### src/rtl/cpu_pkg.sv
// Shared CPU datapath definitions: word width, input-port read FSM states and
// port-select codes used by both the input and output port blocks.
package cpu_pkg;

  localparam int unsigned WORD_W = 32;

  typedef enum logic {
    R_IDLE = 1'b0,
    R_BUSY = 1'b1
  } rd_state_t;

  localparam logic [1:0] PORT_SEL_NONE = 2'd0;
  localparam logic [1:0] PORT_SEL_IN   = 2'd1;
  localparam logic [1:0] PORT_SEL_OUT  = 2'd2;

endpackage

### src/rtl/in_port_fifo.sv
// DEPTH-entry synchronous FIFO for the input port. Full/empty come from the
// occupancy counter, so the pointers are free to wrap.
module in_port_fifo
  import cpu_pkg::*;
#(
  parameter int unsigned DEPTH = 4,
  parameter int unsigned PTR_W = 2
) (
  input  logic              clk,
  input  logic              rst,
  input  logic              push,
  input  logic              pop,
  input  logic [WORD_W-1:0] din,
  output logic [WORD_W-1:0] head,
  output logic [PTR_W:0]    count,
  output logic              full,
  output logic              empty,
  output logic              pushed
);

  localparam logic [PTR_W:0] FULL_CNT = (PTR_W + 1)'(DEPTH);

  logic [WORD_W-1:0] mem [DEPTH];
  logic [PTR_W-1:0]  wr_ptr;
  logic [PTR_W-1:0]  rd_ptr;
  logic              popped;

  assign full   = (count == FULL_CNT);
  assign empty  = (count == '0);
  assign popped = pop & ~empty;
  // A full FIFO still accepts a push when a pop frees a slot in the same cycle.
  assign pushed = push & (~full | popped);
  assign head   = mem[rd_ptr];

  always_ff @(posedge clk) begin
    if (rst) begin
      wr_ptr <= '0;
      rd_ptr <= '0;
      count  <= '0;
    end else begin
      if (pushed) wr_ptr <= wr_ptr + 1'b1;
      if (popped) rd_ptr <= rd_ptr + 1'b1;
      case ({pushed, popped})
        2'b10:   count <= count + 1'b1;
        2'b01:   count <= count - 1'b1;
        default: count <= count;
      endcase
    end
  end

  always_ff @(posedge clk) begin
    if (!rst && pushed) mem[wr_ptr] <= din;
  end

endmodule

### src/rtl/in_port_unit.sv
// Input-port peripheral: captures strobed device words into a FIFO and
// presents the head on the bus during an "in" read, popping when it ends.
module in_port_unit
  import cpu_pkg::*;
#(
  parameter int unsigned DEPTH = 4,
  parameter int unsigned PTR_W = 2
) (
  input  logic              Clock,
  input  logic              Clear,
  input  logic [WORD_W-1:0] InputDev,
  input  logic              Strobe,
  input  logic              InPortout,
  input  logic              ClrStatus,
  output logic [WORD_W-1:0] BusMuxIn_InPort,
  output logic              Ack,
  output logic              Ready,
  output logic              DataValid,
  output logic              Overrun,
  output logic [PTR_W:0]    Count
);

  rd_state_t         state;
  logic              strobe_q;
  logic              strobe_rise;
  logic              pop_req;
  logic              pushed;
  logic              full;
  logic              empty;
  logic [WORD_W-1:0] head;

  assign strobe_rise = Strobe & ~strobe_q;
  // Pop on the falling edge of the read window so the bus stays stable throughout.
  assign pop_req     = (state == R_BUSY) & ~InPortout;

  in_port_fifo #(
    .DEPTH(DEPTH),
    .PTR_W(PTR_W)
  ) u_fifo (
    .clk   (Clock),
    .rst   (Clear),
    .push  (strobe_rise),
    .pop   (pop_req),
    .din   (InputDev),
    .head  (head),
    .count (Count),
    .full  (full),
    .empty (empty),
    .pushed(pushed)
  );

  assign Ready           = ~full;
  assign DataValid       = ~empty;
  assign BusMuxIn_InPort = (InPortout & DataValid) ? head : '0;

  // Sampled even during Clear so a strobe held through reset is not captured.
  always_ff @(posedge Clock) strobe_q <= Strobe;

  always_ff @(posedge Clock) begin
    if (Clear) begin
      state   <= R_IDLE;
      Ack     <= 1'b0;
      Overrun <= 1'b0;
    end else begin
      case (state)
        R_IDLE:  if (InPortout)  state <= R_BUSY;
        R_BUSY:  if (!InPortout) state <= R_IDLE;
        default: state <= R_IDLE;
      endcase
      Ack <= pushed;
      if (strobe_rise && !pushed) Overrun <= 1'b1;
      else if (ClrStatus)         Overrun <= 1'b0;
    end
  end

endmodule

### config.mk
export PLATFORM = sky130hd
export DESIGN_NAME = in_port_unit
export DESIGN_NICKNAME = d
export VERILOG_FILES = /design/src/rtl/cpu_pkg.sv /design/src/rtl/in_port_fifo.sv /design/src/rtl/in_port_unit.sv
export SDC_FILE = /design/constraint.sdc
export NUM_CORES = 1
export LEC_CHECK = 0
export ABC_AREA = 1
export ABC_CLOCK_PERIOD_IN_PS = 3430
export CAP_MARGIN = 20
export CORE_ASPECT_RATIO = 0.7
export CORE_MARGIN = 2
export CORE_UTILIZATION = 50
export CTS_CLUSTER_SIZE = 12
export DETAILED_ROUTE_END_ITERATION = 7
export HOLD_SLACK_MARGIN = 0.15
export PLACE_DENSITY = 0.74
export SYNTH_ARGS = -nofsm -noshare
export SYNTH_HDL_FRONTEND = slang
export SYNTH_SLANG_ARGS = --single-unit
### constraint.sdc
create_clock -name Clock -period 3.43 [get_ports Clock]
set_input_delay 0.343 -clock Clock [delete_from_list [all_inputs] [get_ports Clock]]
set_output_delay 0.343 -clock Clock [all_outputs]
set_load 0.01 [all_outputs]
======== After elaboration in Yosys (flattened, before gate mapping) ========
Memory sizes are Yosys's and may differ from the RTL's. A register that Yosys moved wholly into a read port is not among the register bits.
Index checks and enable logic that the tools add are counted.
word-level totals
  flip-flop bits (word level) ............. 11
  memories kept ........................... 1
  RAM bits ................................ 128
  output and inout bits ................... 39
  logic and storage cells ................. 41
memories
  name        depth  bits a word  rd ports  clocked after Yosys merged registers in  write ports  RTL line            text
  u_fifo.mem  4      32           1         1                                        1            in_port_fifo.sv:23  logic [WORD_W-1:0] mem [DEPTH];
cells by class
  equal/unequal tests ..................... 3
  bitwise operators ....................... 10
  add/sub/neg operators ................... 4
  muxes and demuxes ....................... 9
  reduce and logical (&&, ||, !) cells .... 7
operators with widths
  kind                                                 count
  two-way mux 32 bit                                   1
  one-hot mux 3 bit (2 select lines)                   1
  AND 1 bit                                            5
  two-way mux 1 bit                                    5
  adder 2 x 1 -> 2 bit, second input constant          2
  two-way mux 2 bit                                    2
  inverter 1 bit                                       4
  nonzero test 2 bit                                   2
  adder 3 x 1 -> 3 bit, second input constant          1
  equality test 3 bit, second input constant           1
  zero test 3 bit                                      1
  subtractor 3 x 1 -> 3 bit, second input constant     1
  equality test 2 x 1 -> 1 bit, second input constant  1
  equality test 2 bit, second input constant           1
  logical AND 1 bit                                    2
  zero test 1 bit                                      2
  bitwise OR 1 bit                                     1

======== Longest topological paths before layout ========
Gate-level depths: netlist of the first run.
  depth in word-level cells ............... 8
  gate-level depth with buffers ........... 14
  gate-level depth less buffers ........... 14

======== Hierarchy ========
From an unflattened synthesis of the first run, not the netlist that was laid out.
unflattened totals
  cell total of the unflattened synthesis .. 464
  area, all modules ....................... 5661.7 um^2
modules (own cells, without submodules)
  module        area an instance (um^2)  cells an instance  instances  seq. area each (um^2)
  in_port_fifo  5237.5                   377                1          4023.9
  in_port_unit  424.2                    87                 1          80.1

======== Worst setup path after synthesis of the first run ========
Ideal clock, no wire load.
  path kind ............................... input-to-reg
  start point ............................. input port Strobe
  end point ............................... memory u_fifo.mem[0][0], enable pin
  arrival time ............................ 2208 ps
  required time ........................... 3009 ps
  buffers on the path ..................... 0
  library setup time ...................... 421 ps
  stages on the path ...................... 4
  path slack .............................. 801 ps
  path through ............................ inv_1 > nor2_1 > nand3_1 > nor2_1
between the ends
  word-level cells in the longest chain between the ends .. 5
RTL lines
  what                                     RTL line            text
  start, declared                          in_port_unit.sv:12  input logic Strobe,
  AND 1 bit                                in_port_unit.sv:32  assign strobe_rise = Strobe & ~strobe_q;
  AND 1 bit                                in_port_fifo.sv:32  assign pushed = push & (~full | popped);
  logical AND 1 bit                        in_port_fifo.sv:52  if (!rst && pushed) mem[wr_ptr] <= din;
  two-way mux 1 bit                        in_port_fifo.sv:52
  two-way mux 1 bit (not written as such)  in_port_fifo.sv:52
  end, declared                            in_port_fifo.sv:23
Every way passes these cells.

==> results of run 1 <==
-- logic make-up after synthesis --
group                    after synthesis  synth area share [%]
flip-flops                           141                 73.43
AND/OR/NAND/NOR                      166                 11.42
AO/OA/AOI/OAI                        105                 9.402
adder cells (fa/ha/maj)                6                 1.478
buffers and inverters                 47                 4.276
-- routing by layer --
metal	global-route usage (%)	up-vias	wire, um
li1	-	1778	-
met1	29.21	1767	5339
met2	31.06	146	5553
met3	6.875	9	853
met4	7.713	0	96
met5	0	-	0
-- power by group --
group	switching (mW)	total [mW]	internal, mW
clock	0.697	1.91	1.22
sequential	0.0109	1.91	1.90
combinational	0.151	0.273	0.123
-- worst max-delay path by stage --
stage	start	to	slack (ps)	cells past startpoint
finish	flop	BusMuxIn_InPort[1]	420	7
floorplan	Strobe	u_fifo.mem[0][0]	800	4
global placement	flop	BusMuxIn_InPort[1]	680	6
detailed placement	flop	BusMuxIn_InPort[31]	660	6
global route	flop	BusMuxIn_InPort[1]	230	7
CTS	flop	BusMuxIn_InPort[1]	200	6
-- cells in the mapped netlist --
| library cell | n |
|---|---|
| inv_1 | 23 |
| nand4_1 | 1 |
| inv_2 | 1 |
| nand3_1 | 6 |
| nor2_2 | 1 |
| o21ai_0 | 29 |
| buf_6 | 7 |
| buf_2 | 8 |
| fa_1 | 1 |
| nor2_1 | 141 |
| clkbuf_1 | 8 |
| a21oi_1 | 38 |
| nand2_1 | 16 |
| nand2_2 | 1 |
| edfxtp_1 | 128 |
| o21ai_1 | 38 |
| ha_1 | 5 |
| dfxtp_1 | 13 |
-- critical path, delay by kind of cell (launching register included) --
kind                   cells  cell delay (ps)
buffers and inverters      4             1500
AO/OA/AOI/OAI              2              330
flip-flops                 1              310
AND/OR/NAND/NOR            1              110
-- final cells by class --
cell class | count | area [sq um] | share of cell area [%]
sequential | 141 | 4105 | 57.33
multi-input combinational | 277 | 1276 | 17.82
timing repair buffer | 84 | 875.8 | 12.23
clock buffer | 18 | 429.2 | 5.993
clock inverter | 14 | 192.7 | 2.691
tap | 153 | 191.4 | 2.673
inverter | 24 | 90.09 | 1.258
-- flip-flops by register name (all words and copies together), names as in the netlist, named ones only --
register	cells
u_fifo.mem	128
u_fifo.count	3
u_fifo.rd_ptr	2
u_fifo.wr_ptr	2
Ack	1
Overrun	1
state	1
strobe_q	1
-- stage by stage --
step                      util, %  total power [mW]  area (sq um)  setup slack (ps)
final                       65.27             4.102          7161             415.4
after global routing        65.27             4.240          7161             229.6
after CTS                   65.02             4.132          7133             203.0
after detailed placement    59.35             2.222          6511             664.7
after global placement      59.35             2.216          6511             675.8
after floorplan                 -             2.071          5589             801.0
==> results by group, run 1 <==
Outcome
  – Result of the run: complete, no violations

Worst hold path
  – Hold path depth: 1
  – Hold Path Origin: Strobe
  – Endpoint of the worst hold-timing path: strobe_q
  – Worst Hold Class: input port to flop

Worst setup path
  – Slowest CP cell: clkdlybuf4s50_1
  – Element type at the critical path end: primary output
  – Critical R2R Capture: u_fifo.mem[1][20]
  – Crit-path cells: buf_4 > inv_1 > buf_16 > nor2_1 > o21ai_1 > a21oi_1 > clkdlybuf4s50_1
  – Critical path type: flop to primary output
  – CP startpoint kind: flop
  – R2r setup slk: ~1300 ps
  – Worst-path fanout max: 33
  – Worst Reg-to-Reg Cells: 4
  – CP max stage delay: 600 ps
  – Arrival time worst endpoint: about 2700 ps
  – R2r startpoint: strobe_q
  – Critical path data required time: 3090 ps

Timing
  – Finish-stage setup viols: 0
  – Worst Tran Pin Value: 760.6 ps
  – Final slew viol count: 0
  – Hold Fails Final Rpt: 0
  – RSZ-0062 raised after global routing: no
  – Period utilisation layout: 87.89%
  – Hold Slack: between 400 and 500 ps
  – Slew margin rel.: 49.11%
  – Final TNS setup: 0 ps
  – Clk_skew: 5.900 ps
  – Minimum clock period after layout: ~3000 ps
  – Fmax: 331.7 MHz

CTS
  – CTS tree: yes
  – Num Clock Sinks: about 140
  – Max H-tree Level: 4
  – Post-CTS setup repair buffer count: 0
  – Worst-Skew Late Latency: 420 ps
  – Clock slew at reported path FFs: 60 ps
  – Root Buffer: clkbuf_16
  – CTS max path bufs: 2
  – Cts bufs inserted: 17
  – Cts repair resizes: 0
  – Post-CTS Hold Buffers: 0

Power
  – VDD IR-drop max: 406.8 uV
  – P_leak: around 2.5 nW
  – Power density over cell area: roughly 570 nW/um^2

Yosys
  – Largest area contributor in the netlist: edfxtp_1
  – Mapped Nets: about 510
  – Sequential share of the synthesized area: 73.43%
  – Synth Register Bits: 141
  – Synth top area cells: edfxtp_1 69%, nor2_1 9.5%, dfxtp_1 4.7%, a21oi_1 3.4%, o21ai_1 3.4%
  – Post-synth top area share: 68.77%
  – Yosys cell types: 18
  – Synthesis warning total: 0
  – Cell Area, Synth: 5589 sq um
  – Mean area per synthesized cell: 12.02 sq um
  – Syn Inst Count: roughly 470

GRT
  – Remaining Overflow, GRT: 0
  – All-Layer GR Usage: between 20% and 30%
  – Pin count of the biggest net entering global routing: 65
  – Antenna violations before repair: 0
  – Vias in the first global route: 3607
  – Global-route wire length before repair: 18570 um

Floorplanning
  – Chip height: 92.46 um
  – Core ar.: 10970 sq um
  – Ports: 76
  – Die Wd: 130.4 um
  – # rows: 32
  – Initial Utilization: 50.95%
  – Die area: 12050 sq um

Drt
  – Detailed Routing Iterations Pass 1: 6
  – Vias per std cell: roughly 5.2
  – Final wirelength: approximately 12000 um
  – Final ANT Viol Nets: 0
  – DRC Markers: 0
  – Via count: between 3000 and 4000
  – Initial DRC Count: 440
  – WL per Instance: 16.66 um

Final layout
  – Commonest non-fill, non-tap cell in the layout: nor2_1
  – Fraction of layout cells with a size suffix above 1: 8.602%
  – Fillers: 818
  – Final net count: 588
  – Number of antenna diodes: 0
  – Area Growth Syn to Fin: 28.12%
  – Final cell count without fillers: between 700 and 800
  – Leading cell types in the layout, fill and taps excluded: 137 x nor2_1, 128 x edfxtp_1, 75 x clkdlybuf4s50_1

Placed design
  – Placed cell count: slightly below 700
  – Post-DP HPWL: around 7000 um
  – Gpl congestion: between 0.7 and 0.8
  – Port Buffers: 75

Run
  – Max-cap violations: 0
Note: power is estimated with default switching activity, not from simulation.
==> run 2: changes to the inputs <==
Settings changed: ABC_CLOCK_PERIOD_IN_PS 3430 to 2550, CORE_UTILIZATION 50 to 49, CTS_CLUSTER_SIZE 12 to default, PLACE_DENSITY 0.74 to 0.75.
Clock period 3.43 ns to 2.55 ns, I/O delays scaled along.
==> results by group, run 2 (synthesized netlist as in run 1, its figures left out) <==
Final layout
  – Final cell count without fillers: 719
  – Commonest non-fill, non-tap cell in the layout: nor2_1
  – Biggest regs: u_fifo.mem x128, u_fifo.count x3
  – Area of the multi-input gates: 1303 sq um
  – Reg area: 4109 sq um
  – Area Growth Syn to Fin: 28.23%
  – Fillers: 805
  – Fraction of layout cells with a size suffix above 1: a little under an eighth
  – Final net count: between 500 and 600
  – Leading cell types in the layout, fill and taps excluded: 137 x nor2_1, 128 x edfxtp_1, 75 x clkdlybuf4s50_1
  – Max reg flops: 128
  – Reg with most FFs: u_fifo.mem
  – Post-route cell area: 7167 sq um
  – Number of antenna diodes: 0

CTS
  – Root Buffer: clkbuf_16
  – Worst-Skew Late Latency: 410 ps
  – Post-CTS Hold Buffers: 0
  – Clock slew at reported path FFs: 60 ps
  – CTS tree: yes
  – CTS max path bufs: 2
  – Max H-tree Level: 4
  – Num Clock Sinks: between 100 and 150
  – Cts bufs inserted: 17

Power
  – Clk pwr share: between 40% and 50%
  – Combinational fraction of design power: 7.2%
  – Sequential Power Share: 48.8%
  – VDD IR-drop max: roughly 460 uV
  – Tot Pwr: 5.280 mW
  – Power density over cell area: roughly 740 nW/um^2
  – Power Internal: 4.087 mW
  – Sw frac: 22.60%
  – Switch Pwr: 1.193 mW
  – P_leak: 2.505 nW

Timing
  – Worst Tran Pin Value: 493.1 ps
  – Fmax: 406.3 MHz
  – Clk_skew: between 6 and 7 ps
  – Period utilisation layout: 96.53%
  – Final Worst Setup Slack: 88.56 ps
  – Final slew viol count: 0
  – Hold Fails Final Rpt: 0
  – Finish-stage setup viols: 0
  – RSZ-0062 raised after global routing: no
  – Minimum clock period after layout: 2461 ps
  – Slew margin rel.: about two thirds

Worst setup path
  – R2r startpoint: u_fifo.count[2]
  – Worst-path fanout max: 32
  – Critical path data required time: approximately 2300 ps
  – Worst Reg-to-Reg Cells: 13
  – Element type at the critical path end: primary output
  – CP max stage delay: 580 ps
  – Slowest CP cell: clkdlybuf4s50_1
  – Worst Path Buf+Inv: 3
  – Critical R2R Capture: u_fifo.count[2]
  – CP startpoint kind: flop
  – R2r setup slk: 590 ps
  – Crit-path cells: inv_1 > nand2_1 > nand2_2 > buf_6 > a21oi_1 > clkdlybuf4s50_1
  – CP top delay family: buffers and inverters
  – Critical path type: flop to primary output
  – Arrival time worst endpoint: ~2200 ps

GRT
  – Vias in the first global route: 3648
  – All-Layer GR Usage: 20.16%
  – Pin count of the biggest net entering global routing: 35
  – Global-route wire length before repair: about 19000 um
  – Antenna violations before repair: 0
  – Remaining Overflow, GRT: 0

Outcome
  – Result of the run: complete, no violations

Drt
  – Final ANT Viol Nets: 0
  – Initial DRC Count: 279
  – Detailed Routing Iterations Pass 1: 5
  – Via count: 3700
  – DRC Markers: 0
  – Final wirelength: around 12000 um
  – Vias per std cell: 5.146
  – WL per Instance: 16.35 um

Placed design
  – Gpl congestion: 0.8061
  – Placed cell count: 687
  – Post-DP HPWL: approximately 7000 um
  – Placed cell area: 6555 sq um
  – Port Buffers: 75
  – Worst slack at placement: between 150 and 200 ps

Floorplanning
  – Die Wd: around 130 um
  – # rows: 32
  – Chip height: 93.36 um
  – Ports: 76
  – Core ar.: roughly 11000 sq um
  – Die area: 12290 sq um
  – Initial Utilization: 50.58%

Run
  – Max-cap violations: 0

Worst hold path
  – Hold path depth: 1
  – Endpoint of the worst hold-timing path: strobe_q
  – Worst Hold Class: input port to flop
  – Hold Path Origin: Strobe
[run 2: worst register-to-register path: stages (launching register included)]
cell and delay, ps:
dfxtp_1 410, inv_1 110, nand2_1 170, nand2_1 110
inv_1 110, ha_1 170, inv_1 70, fa_1 380
inv_1 60, nand2_1 40, nand3_1 80, nand2_1 60
nand2_1 50, nor2_1 40
[run 2: worst max-delay path by stage]
stage / to / cells after the start / startpoint / slack [ps]
2_1_floorplan: u_fifo.mem[0][0] / 4 / u_fifo.count[1] / -60
3_5_place_dp: u_fifo.mem[1][2] / 6 / Strobe / 150
6_report: BusMuxIn_InPort[27] / 6 / u_fifo.count[2] / 90
3_3_place_gp: u_fifo.mem[3][25] / 6 / Strobe / 210
4_1_cts: BusMuxIn_InPort[22] / 6 / u_fifo.count[2] / 20
5_1_grt: BusMuxIn_InPort[5] / 6 / u_fifo.count[2] / 0.1
[run 2: per-layer routing]
metal / track usage (%) / vias to the layer above / routed length (um) / share of wire [%]
met5: 0 / - / 0 / 0
met4: 6.884 / 0 / 129 / 1.1
met3: 5.854 / 14 / 770 / 6.6
met2: 32.24 / 145 / 5445 / 46
met1: 26.80 / 1748 / 5409 / 46
li1: - / 1793 / - / -
[run 2: cell type report]
type	instances	area share, %
clock inverter	15	1.955
multi-input combinational	277	18.17
inverter	24	1.292
clock buffer	17	5.936
timing repair buffer	92	12.64
tap	153	2.671
sequential	141	57.33
[run 2: what timing repair did]
action,4_1_cts,5_1_grt
resized for setup,4,10
buffers inserted,0,0
setup endpoints to repair,6,25
[run 2: through the flow]
step / util [%] / hold slack (ps) / TNS, ps
global placement: 59.32 / 453.8 / 0
global route: 64.86 / 316.4 / 0
floorplan: - / 282.7 / -7385
detailed placement: 59.32 / 472.6 / 0
CTS: 64.56 / 308.8 / 0
finish: 64.86 / 320.8 / 0
[run 2: power groups by stage]
stage	logic (mW)	clock network [mW]	registers, mW
final	0.378	2.33	2.58
after global routing	0.415	2.45	2.58
after CTS	0.373	2.36	2.57
after detailed placement	0.368	0	2.62
after global placement	0.360	0	2.62
after floorplan	0.163	0	2.62
